<file path="src/rtl/uart_baud_gen_pkg.sv">
// Shared UART timing constants and the reset-divisor calculation.
// Imported by uart_baud_gen and the uart_rx/uart_tx blocks.
package uart_baud_gen_pkg;

    localparam int UART_CLK_FREQ     = 50_000_000;
    localparam int UART_BAUD_RATE    = 19200;
    localparam int UART_OVERSAMPLING = 16;
    localparam int UART_NB_DIV       = 16;
    localparam int UART_NB_FRAC      = 4;

    // Clock cycles per oversampling tick, truncated toward zero.
    function automatic int calc_default_div(input int clk_freq, input int baud, input int os);
        return clk_freq / (baud * os);
    endfunction

    localparam int UART_DEFAULT_DIV =
        calc_default_div(UART_CLK_FREQ, UART_BAUD_RATE, UART_OVERSAMPLING);

endpackage

</file>
<file path="src/rtl/uart_baud_gen_if.sv">
// Configuration and tick bundle between the UART register block and the baud generator.
// master = config side (drives divisor/enable), slave = generator (drives ticks).
interface uart_baud_gen_if #(
    parameter int NB_DIV  = 16,
    parameter int NB_FRAC = 4
) ();

    logic               i_en;
    logic [NB_DIV-1:0]  i_div;
    logic               i_div_wr;
    logic [NB_FRAC-1:0] i_frac;
    logic               o_tick;
    logic               o_bit_tick;
    logic               o_mid_tick;
    logic [NB_DIV-1:0]  o_div;

    modport master (
        output i_en, i_div, i_div_wr, i_frac,
        input  o_tick, o_bit_tick, o_mid_tick, o_div
    );

    modport slave (
        input  i_en, i_div, i_div_wr, i_frac,
        output o_tick, o_bit_tick, o_mid_tick, o_div
    );

endinterface

</file>
<file path="src/rtl/uart_baud_gen_frac_acc.sv">
// Fractional-divisor accumulator: adds the fraction at every period end and flags
// (registered) that the following period must be stretched by one clock.
module uart_baud_gen_frac_acc #(
    parameter int NB_FRAC = 4
) (
    input  logic               clk,
    input  logic               i_rst_n,
    input  logic               i_clr,
    input  logic               i_adv,
    input  logic [NB_FRAC-1:0] i_frac,
    output logic               o_extra
);

    logic [NB_FRAC-1:0] acc_r;
    logic               extra_r;

    // Accumulator and carry register; a carry stretches exactly the next period.
    always_ff @(posedge clk or negedge i_rst_n) begin
        if (!i_rst_n) begin
            acc_r   <= {NB_FRAC{1'b0}};
            extra_r <= 1'b0;
        end else if (i_clr) begin
            acc_r   <= {NB_FRAC{1'b0}};
            extra_r <= 1'b0;
        end else if (i_adv) begin
            {extra_r, acc_r} <= {1'b0, acc_r} + {1'b0, i_frac};
        end else begin
            acc_r   <= acc_r;
            extra_r <= extra_r;
        end
    end

    assign o_extra = extra_r;

endmodule

</file>
<file path="src/rtl/uart_baud_gen.sv">
// Programmable baud tick generator: clk / divisor -> os tick, / OVERSAMPLING -> bit/mid ticks.
// Optional fractional divisor enabled by defining UART_BAUD_FRAC_EN.
module uart_baud_gen
    import uart_baud_gen_pkg::*;
#(
    parameter int CLK_FREQ     = UART_CLK_FREQ,
    parameter int BAUD_RATE    = UART_BAUD_RATE,
    parameter int OVERSAMPLING = UART_OVERSAMPLING,
    parameter int NB_DIV       = UART_NB_DIV,
    parameter int NB_FRAC      = UART_NB_FRAC,
    parameter int DEFAULT_DIV  = calc_default_div(CLK_FREQ, BAUD_RATE, OVERSAMPLING)
) (
    input  logic           clk,
    input  logic           i_rst_n,
    uart_baud_gen_if.slave bus
);

    localparam int                NB_OS     = $clog2(OVERSAMPLING);
    localparam logic [NB_DIV-1:0] DEF_DIV_C = NB_DIV'(DEFAULT_DIV);
    localparam logic [NB_DIV-1:0] ONE_C     = NB_DIV'(1);
    localparam logic [NB_OS-1:0]  OS_LAST_C = NB_OS'(OVERSAMPLING - 1);
    localparam logic [NB_OS-1:0]  OS_MID_C  = NB_OS'(OVERSAMPLING / 2 - 1);

    logic [NB_DIV-1:0] cnt_r,         cnt_s;
    logic [NB_DIV-1:0] active_div_r,  active_div_s;
    logic [NB_DIV-1:0] pending_div_r, pending_div_s;
    logic [NB_DIV-1:0] eff_div_s,     term_s;
    logic [NB_OS-1:0]  os_cnt_r,      os_cnt_s;
    logic              tick_r,        tick_s;
    logic              bit_tick_r,    bit_tick_s;
    logic              mid_tick_r,    mid_tick_s;
    logic              period_end_s;
    logic              extra_s;

    // Counter, os counter, tick and divisor-shadow next-state logic.
    always_comb begin
        cnt_s         = cnt_r;
        os_cnt_s      = os_cnt_r;
        tick_s        = 1'b0;
        bit_tick_s    = 1'b0;
        mid_tick_s    = 1'b0;
        period_end_s  = 1'b0;
        active_div_s  = active_div_r;
        // A write on a boundary cycle bypasses pending so it governs the very next period.
        pending_div_s = bus.i_div_wr ? bus.i_div : pending_div_r;
        eff_div_s     = (active_div_r == {NB_DIV{1'b0}}) ? ONE_C : active_div_r;
        term_s        = extra_s ? eff_div_s : (eff_div_s - ONE_C);

        if (!bus.i_en) begin
            cnt_s        = {NB_DIV{1'b0}};
            os_cnt_s     = {NB_OS{1'b0}};
            active_div_s = pending_div_s;
        end else if (cnt_r == term_s) begin
            cnt_s        = {NB_DIV{1'b0}};
            tick_s       = 1'b1;
            bit_tick_s   = (os_cnt_r == OS_LAST_C);
            mid_tick_s   = (os_cnt_r == OS_MID_C);
            os_cnt_s     = os_cnt_r + NB_OS'(1);
            active_div_s = pending_div_s;
            period_end_s = 1'b1;
        end else begin
            cnt_s        = cnt_r + ONE_C;
        end
    end

    // State and output registers.
    always_ff @(posedge clk or negedge i_rst_n) begin
        if (!i_rst_n) begin
            cnt_r         <= {NB_DIV{1'b0}};
            os_cnt_r      <= {NB_OS{1'b0}};
            tick_r        <= 1'b0;
            bit_tick_r    <= 1'b0;
            mid_tick_r    <= 1'b0;
            active_div_r  <= DEF_DIV_C;
            pending_div_r <= DEF_DIV_C;
        end else begin
            cnt_r         <= cnt_s;
            os_cnt_r      <= os_cnt_s;
            tick_r        <= tick_s;
            bit_tick_r    <= bit_tick_s;
            mid_tick_r    <= mid_tick_s;
            active_div_r  <= active_div_s;
            pending_div_r <= pending_div_s;
        end
    end

`ifdef UART_BAUD_FRAC_EN
    logic [NB_FRAC-1:0] active_frac_r,  active_frac_s;
    logic [NB_FRAC-1:0] pending_frac_r, pending_frac_s;

    // Fraction shadows follow the same pending/active rules as the integer divisor.
    always_comb begin
        pending_frac_s = bus.i_div_wr ? bus.i_frac : pending_frac_r;
        if (!bus.i_en || period_end_s) begin
            active_frac_s = pending_frac_s;
        end else begin
            active_frac_s = active_frac_r;
        end
    end

    // Fraction shadow registers.
    always_ff @(posedge clk or negedge i_rst_n) begin
        if (!i_rst_n) begin
            active_frac_r  <= {NB_FRAC{1'b0}};
            pending_frac_r <= {NB_FRAC{1'b0}};
        end else begin
            active_frac_r  <= active_frac_s;
            pending_frac_r <= pending_frac_s;
        end
    end

    uart_baud_gen_frac_acc #(
        .NB_FRAC (NB_FRAC)
    ) u_frac_acc (
        .clk     (clk),
        .i_rst_n (i_rst_n),
        .i_clr   (!bus.i_en),
        .i_adv   (period_end_s),
        .i_frac  (active_frac_r),
        .o_extra (extra_s)
    );
`else
    logic unused_frac_s;
    assign unused_frac_s = ^bus.i_frac;
    assign extra_s       = 1'b0;
`endif

    assign bus.o_tick     = tick_r;
    assign bus.o_bit_tick = bit_tick_r;
    assign bus.o_mid_tick = mid_tick_r;
    assign bus.o_div      = active_div_r;

endmodule
</file>
<file path="src/flat_wrapper.sv">
// flat-port wrapper written by rule: the top's interface ports become plain ports
module uart_baud_gen_flat import uart_baud_gen_pkg::*;
#(
    parameter int CLK_FREQ     = UART_CLK_FREQ,
    parameter int BAUD_RATE    = UART_BAUD_RATE,
    parameter int OVERSAMPLING = UART_OVERSAMPLING,
    parameter int NB_DIV       = UART_NB_DIV,
    parameter int NB_FRAC      = UART_NB_FRAC,
    parameter int DEFAULT_DIV  = calc_default_div(CLK_FREQ, BAUD_RATE, OVERSAMPLING)
)
  (clk, i_rst_n, bus_i_en, bus_i_div, bus_i_div_wr, bus_i_frac, bus_o_tick, bus_o_bit_tick, bus_o_mid_tick, bus_o_div);
  uart_baud_gen_if #(.NB_DIV(NB_DIV), .NB_FRAC(NB_FRAC)) bus_i ();
  input  logic clk;
  input  logic i_rst_n;
  input wire logic [$bits(bus_i.i_en)-1:0] bus_i_en;
  input wire logic [$bits(bus_i.i_div)-1:0] bus_i_div;
  input wire logic [$bits(bus_i.i_div_wr)-1:0] bus_i_div_wr;
  input wire logic [$bits(bus_i.i_frac)-1:0] bus_i_frac;
  output wire logic [$bits(bus_i.o_tick)-1:0] bus_o_tick;
  output wire logic [$bits(bus_i.o_bit_tick)-1:0] bus_o_bit_tick;
  output wire logic [$bits(bus_i.o_mid_tick)-1:0] bus_o_mid_tick;
  output wire logic [$bits(bus_i.o_div)-1:0] bus_o_div;
  assign bus_i.i_en = bus_i_en;
  assign bus_i.i_div = bus_i_div;
  assign bus_i.i_div_wr = bus_i_div_wr;
  assign bus_i.i_frac = bus_i_frac;
  assign bus_o_tick = bus_i.o_tick;
  assign bus_o_bit_tick = bus_i.o_bit_tick;
  assign bus_o_mid_tick = bus_i.o_mid_tick;
  assign bus_o_div = bus_i.o_div;
  uart_baud_gen #(.CLK_FREQ(CLK_FREQ), .BAUD_RATE(BAUD_RATE), .OVERSAMPLING(OVERSAMPLING), .NB_DIV(NB_DIV), .NB_FRAC(NB_FRAC), .DEFAULT_DIV(DEFAULT_DIV)) u_core (.clk(clk), .i_rst_n(i_rst_n), .bus(bus_i));
endmodule
</file>
<file path="config.mk">
export PLATFORM = sky130hd
export DESIGN_NAME = uart_baud_gen_flat
export DESIGN_NICKNAME = d
export VERILOG_FILES = /design/src/rtl/uart_baud_gen_pkg.sv /design/src/rtl/uart_baud_gen_if.sv /design/src/rtl/uart_baud_gen_frac_acc.sv /design/src/rtl/uart_baud_gen.sv /design/src/flat_wrapper.sv
export SDC_FILE = /design/constraint.sdc
export NUM_CORES = 1
export LEC_CHECK = 0
export BUFFER_PORTS_ARGS = -buffer_cell sky130_fd_sc_hd__buf_2
export CORE_UTILIZATION = 57
export DETAILED_ROUTE_END_ITERATION = 10
export PLACE_DENSITY = 0.92
export SYNTH_ARGS = -nofsm -noshare
export SYNTH_HDL_FRONTEND = slang
export SYNTH_SLANG_ARGS = --single-unit
</file>
<file path="constraint.sdc">
create_clock -name clk -period 4.7 [get_ports clk]
set_input_delay 0.235 -clock clk [delete_from_list [all_inputs] [get_ports clk]]
set_output_delay 0.235 -clock clk [all_outputs]
set_load 0.05 [all_outputs]
</file>
# After elaboration in Yosys (flattened, before gate mapping)
# Index checks and enable logic that the tools add are counted.
word_totals:
  wordCells: 29
  ff_bits: 55
  input_bits: 24
  out_inout_bits: 19
classes:
  muxes: 14
  eq_ne: 4
  add_sub_neg: 3
  n_reduce_logical: 1
ops:
  columns: ["operator", "count"]
  rows:
  - ["16-bit 2-to-1 mux", 6]
  - ["16-bit by 1-bit adder with 16-bit output, second input constant", 1]
  - ["16-bit equality test", 1]
  - ["16-bit zero test", 1]
  - ["16-bit by 1-bit subtractor with 16-bit output, second input constant", 1]
  - ["4-bit 2-to-1 mux", 2]
  - ["1-bit 2-to-1 mux", 6]
  - ["4-bit by 1-bit adder with 4-bit output, second input constant", 1]
  - ["4-bit by 3-bit equality test with 1-bit output, second input constant", 1]
  - ["4-bit equality test, second input constant", 1]
  - ["2-bit by 1-bit inequality test with 1-bit output, second input constant", 1]

# Longest topological paths before layout
depth:
  ltp_word: 6
  depth_mapped: 13
  ltp_nobuf: 10

# Worst setup path after synthesis
# Ideal clock, no wire load.
synth_path:
  kind: "flip-flop to flip-flop"
  startpoint: "register u_core.active_div_r[8] (netlist: u_core.bus.o_div[8])"
  endpoint: "register u_core.active_div_r[12] (netlist: u_core.bus.o_div[12])"
  required_ns: 4.575
  setup_time_ns: 0.125
  path_buffers: 1
  period_less_slack_ns: 3.709
  path_stages_with_launch: 12
  path_slack_ns: 0.991
  arrival_time_ns: 3.583
  path_cell_list: "dfrtp_1 nor4_2 a41oi_1 ha_1 or3b_2 nor3_1 and4bb_2 o32ai_1 nor4_4 a31o_4 buf_12 mux2_4"
synth_between:
  elab_chain_cells: 5
synth_rtl:
  columns: ["element", "line_no", "source"]
  rows:
  - ["start: declaration", "uart_baud_gen.sv:25", "logic [NB_DIV-1:0] active_div_r, active_div_s;"]
  - ["start signal: assignment", "uart_baud_gen.sv:82", "active_div_r <= active_div_s;"]
  - ["16-bit zero test", "uart_baud_gen.sv:46", "eff_div_s = (active_div_r == {NB_DIV{1'b0}}) ? ONE_C : active_div_r;"]
  - ["16-bit 2-to-1 mux (*)", "uart_baud_gen.sv:46", null]
  - ["16-bit by 1-bit subtractor with 16-bit output (*)", "uart_baud_gen.sv:47", "term_s = extra_s ? eff_div_s : (eff_div_s - ONE_C);"]
  - ["16-bit equality test (*)", "uart_baud_gen.sv:53", "end else if (cnt_r == term_s) begin"]
  - ["2-bit by 1-bit inequality test with 1-bit output (no line) (*)", null, null]
# Mark *: on every way between the ends. The rest lies on a longest branch, timed or not.
# A chain may end at the register's enable or synchronous reset.

# Worst setup path in the final report
layout_path:
  startpoint: "register u_core.active_div_r[8] (netlist: u_core.bus.o_div[8])"
  endpoint: "register u_core.active_div_r[10] (netlist: u_core.bus.o_div[10])"
# Same word-level chain as after synthesis.

==> qor.csv <==
stage,metric,value,unit
synth,yosysUniqueCellTypes,54,
placement,place_congestion,0.861,
floorplanning,core-area,4880,sq um
global_route,track_usage,22.8,%
setup_path,cp-startpoint,u_core.bus.o_div[8]$_DFFE_PN0P_,
detailed_routing,drt-initial-drc-count,73,
global_route,antenna_found_initial,0,
synth,ys_warn_count,0,
global_route,grt_start_max_net_pins,56,
setup_path,reg2reg_from,u_core.bus.o_div[8]$_DFFE_PN0P_,
synth,synth_edf_count,0,
final_layout,fillCellCount,371,
detailed_routing,routedWlPerCell,15.5,um
floorplanning,start_util,60.9,%
synth,ys_seq_elements,55,
hold_path,hp-class,in -> async,
detailed_routing,drc_errors,0,
detailed_routing,ant_nets,0,
clock_network,clockRootBuffer,clkbuf_8,
final_layout,nNetsFinal,315,
timing,setup_viol,0,
setup_path,worstSetupStartpointType,flip-flop,
synth,syn-num-nets,275,
global_route,grt_pass1_vias,2055,
clock_network,cts_buffers,5,
status,status,finished clean,
placement,io_buffers,38,
clock_network,clk_latency,0.31,ns
clock_network,clock-sinks,55,
synth,synth_area_per_cell,12.0,sq um
timing,worst_pin_slew,0.774,ns
detailed_routing,via_per_inst,5.74,
timing,fin_crit,4.05,ns
detailed_routing,vias,2044,
setup_path,worstPathArrival,4.25,ns
timing,tns,0,ns
clock_network,postCtsHoldBufs,0,
timing,slew_headroom,47.9,%
floorplanning,die_w,74.2,um
timing,timing.final.crit_share,86.2,%
placement,place_area,3200,sq um
floorplanning,die-area,5510,sq um
timing,max_freq,247,MHz
placement,place_hpwl,3880,um
detailed_routing,first_pass_iters,4,
floorplanning,io_pins,43,
detailed_routing,drt_wl_total,5520,um
synth,yosysSeqAreaShare,46.5,%
synth,ys.flop_type,dfrtp_1,
pwr,p_leak,1.51,nW
synth,async_flop_share,100,%
placement,dp.cells,348,
timing,finalClockSkew,0.0101,ns
final_layout,stdcell_area,3320,sq um
global_route,grt_overflow,0,
pwr,peakVddDrop,0.244,mV
final_layout,diodes,0,
final_layout,stdcell_count,356,
clock_network,cts_max_level,2,
synth,synthCells,248,
clock_network,clk_pin_slew,0.09,ns
clock_network,postCtsResizedCells,0,
final_layout,area_delta_synth_final,11.6,%
floorplanning,die_height,74.2,um
setup_path,end_kind,flip-flop,
timing,rsz0062_at_grt,false,
global_route,grt_pass1_wl,9500,um
timing,final-max-slew-violation-count,0,
setup_path,cp.required,4.90,ns
clock_network,post-cts-setup-buffer-count,0,
timing,hold_violations,0,
floorplanning,rows,25,
setup_path,critical_path_class,reg -> reg,
clock_network,clock_path_buffers,2,
clock_network,cts_tree,done,
setup_path,cp_max_fo,31,
final_layout,drive_gt1_share,34.6,%
synth,syn_area,2970,sq um
flow_run,cap_violations,0,
pwr,power_density,349,nW/um^2
[state kept, by name (all words and copies together), names as in the netlist]
signal,count
u_core.pending_div_r,16
u_core.bus.o_div,16
u_core.cnt_r,16
u_core.bus.o_bit_tick,1
u_core.bus.o_tick,1
u_core.os_cnt_r,4
u_core.bus.o_mid_tick,1
[power breakdown]
| part | internal (W) | switching (W) |
|---|---|---|
| registers | 0.000514 | 0.0000539 |
| clock network | 0.000172 | 0.000147 |
| logic | 0.000107 | 0.000164 |
| total | 0.000793 | 0.000365 |
[metal layers]
layer | routed length (um) | vias to the layer above | global-route usage (%) | part of all wire [%]
met5 | 0 | - | 0 | 0
met4 | 50 | 0 | 6.29 | 0.91
met3 | 206 | 6 | 5.01 | 3.7
met2 | 2810 | 48 | 39.2 | 51
met1 | 2450 | 1008 | 29.3 | 44
li1 | - | 982 | - | -
[path summary, 6_finish.rpt]
path | slack (ns) | cells after the start | endpoint
setup / recovery | 0.65 | 11 | u_core.bus.o_div[10]$_DFFE_PN0P_
max in group asynchronous | 4.21 | 2 | u_core.cnt_r[5]$_DFF_PN0_
setup reg to reg | 0.65 | 11 | u_core.bus.o_div[10]$_DFFE_PN0P_
min in group clk | 0.17 | 2 | u_core.pending_div_r[7]$_DFF_PN1_
hold reg to reg | 0.47 | 1 | u_core.bus.o_mid_tick$_DFF_PN0_
hold / removal | 0.05 | 2 | u_core.bus.o_div[0]$_DFFE_PN0P_
[worst max-delay path: stages (launching register included)]
cell and delay, ns:
dfrtp_1 0.55, nor4_2 0.09, buf_4 0.18, a41oi_1 0.31
ha_1 0.25, nor3b_1 0.45, nand4b_1 0.30, xnor2_1 0.21
o211a_1 0.21, o22ai_1 0.40, a31o_4 0.57, mux2_2 0.39
[cells in the mapped netlist (4+ instances only)]
cell	n	share of area (%)
and3_1	9	1.9
nor3_1	6	1.0
nor2_1	23	2.9
nand2_1	14	1.8
xor2_1	14	4.1
mux2_2	18	6.8
xnor2_1	11	3.2
inv_1	4	0.50
nand3_1	12	2.0
mux2i_1	7	2.4
dfrtp_1	49	41
mux2_4	14	7.1
dfstp_2	6	5.3
[cells by family (layout without fill, tap and decap cells)]
logic type      count (synthesis)  count (layout)  synth area share (%)
simple gates                   89              89                  17.3
flops                          55              55                  46.5
mux                            40              40                  16.6
xor+xnor                       26              26                  8.12
compound gates                 23              23                  7.28
buf+inv                        12              53                  2.82
fa+ha+maj                       3               3                  1.26
[through the flow]
stage / total power (W) / util, % / hold slack (ns) / setup slack, ns
2_1_floorplan: 0.000780 / - / -0.0606 / 0.991
4_1_cts: 0.00117 / 68.0 / 0.0691 / 0.678
3_5_place_dp: 0.000847 / 65.6 / 0.401 / 0.733
3_3_place_gp: 0.000835 / 65.6 / 0.385 / 0.790
5_1_grt: 0.00121 / 68.0 / 0.100 / 0.320
6_report: 0.00116 / 68.0 / 0.0456 / 0.647
[layout by cell type (no fill, tap or decap), types with 3 or more instances in the layout]
cell type,synthesis,final
and3_1,9,9
buf_2,0,38
buf_4,0,3
clkbuf_8,0,6
dfrtp_1,49,49
dfstp_2,6,6
ha_1,3,3
inv_1,4,4
mux2_2,18,18
mux2_4,14,14
mux2i_1,7,7
nand2_1,14,14
nand2b_1,3,3
nand3_1,12,12
nand4_1,3,3
nor2_1,23,23
nor3_1,6,6
nor4_1,3,3
o22ai_1,3,3
xnor2_1,11,11
xor2_1,14,14
[final cells by class]
class	count	area [sq um]	share of cell area (%)
Multi-Input combinational cell	181	1510	45.4
Sequential cell	55	1380	41.7
Timing Repair Buffer	41	213	6.41
Tap cell	67	83.8	2.53
Clock buffer	6	82.6	2.49
Clock inverter	2	35.0	1.06
Inverter	4	15.0	0.452
No activity file was read; power rests on OpenSTA's default activity.
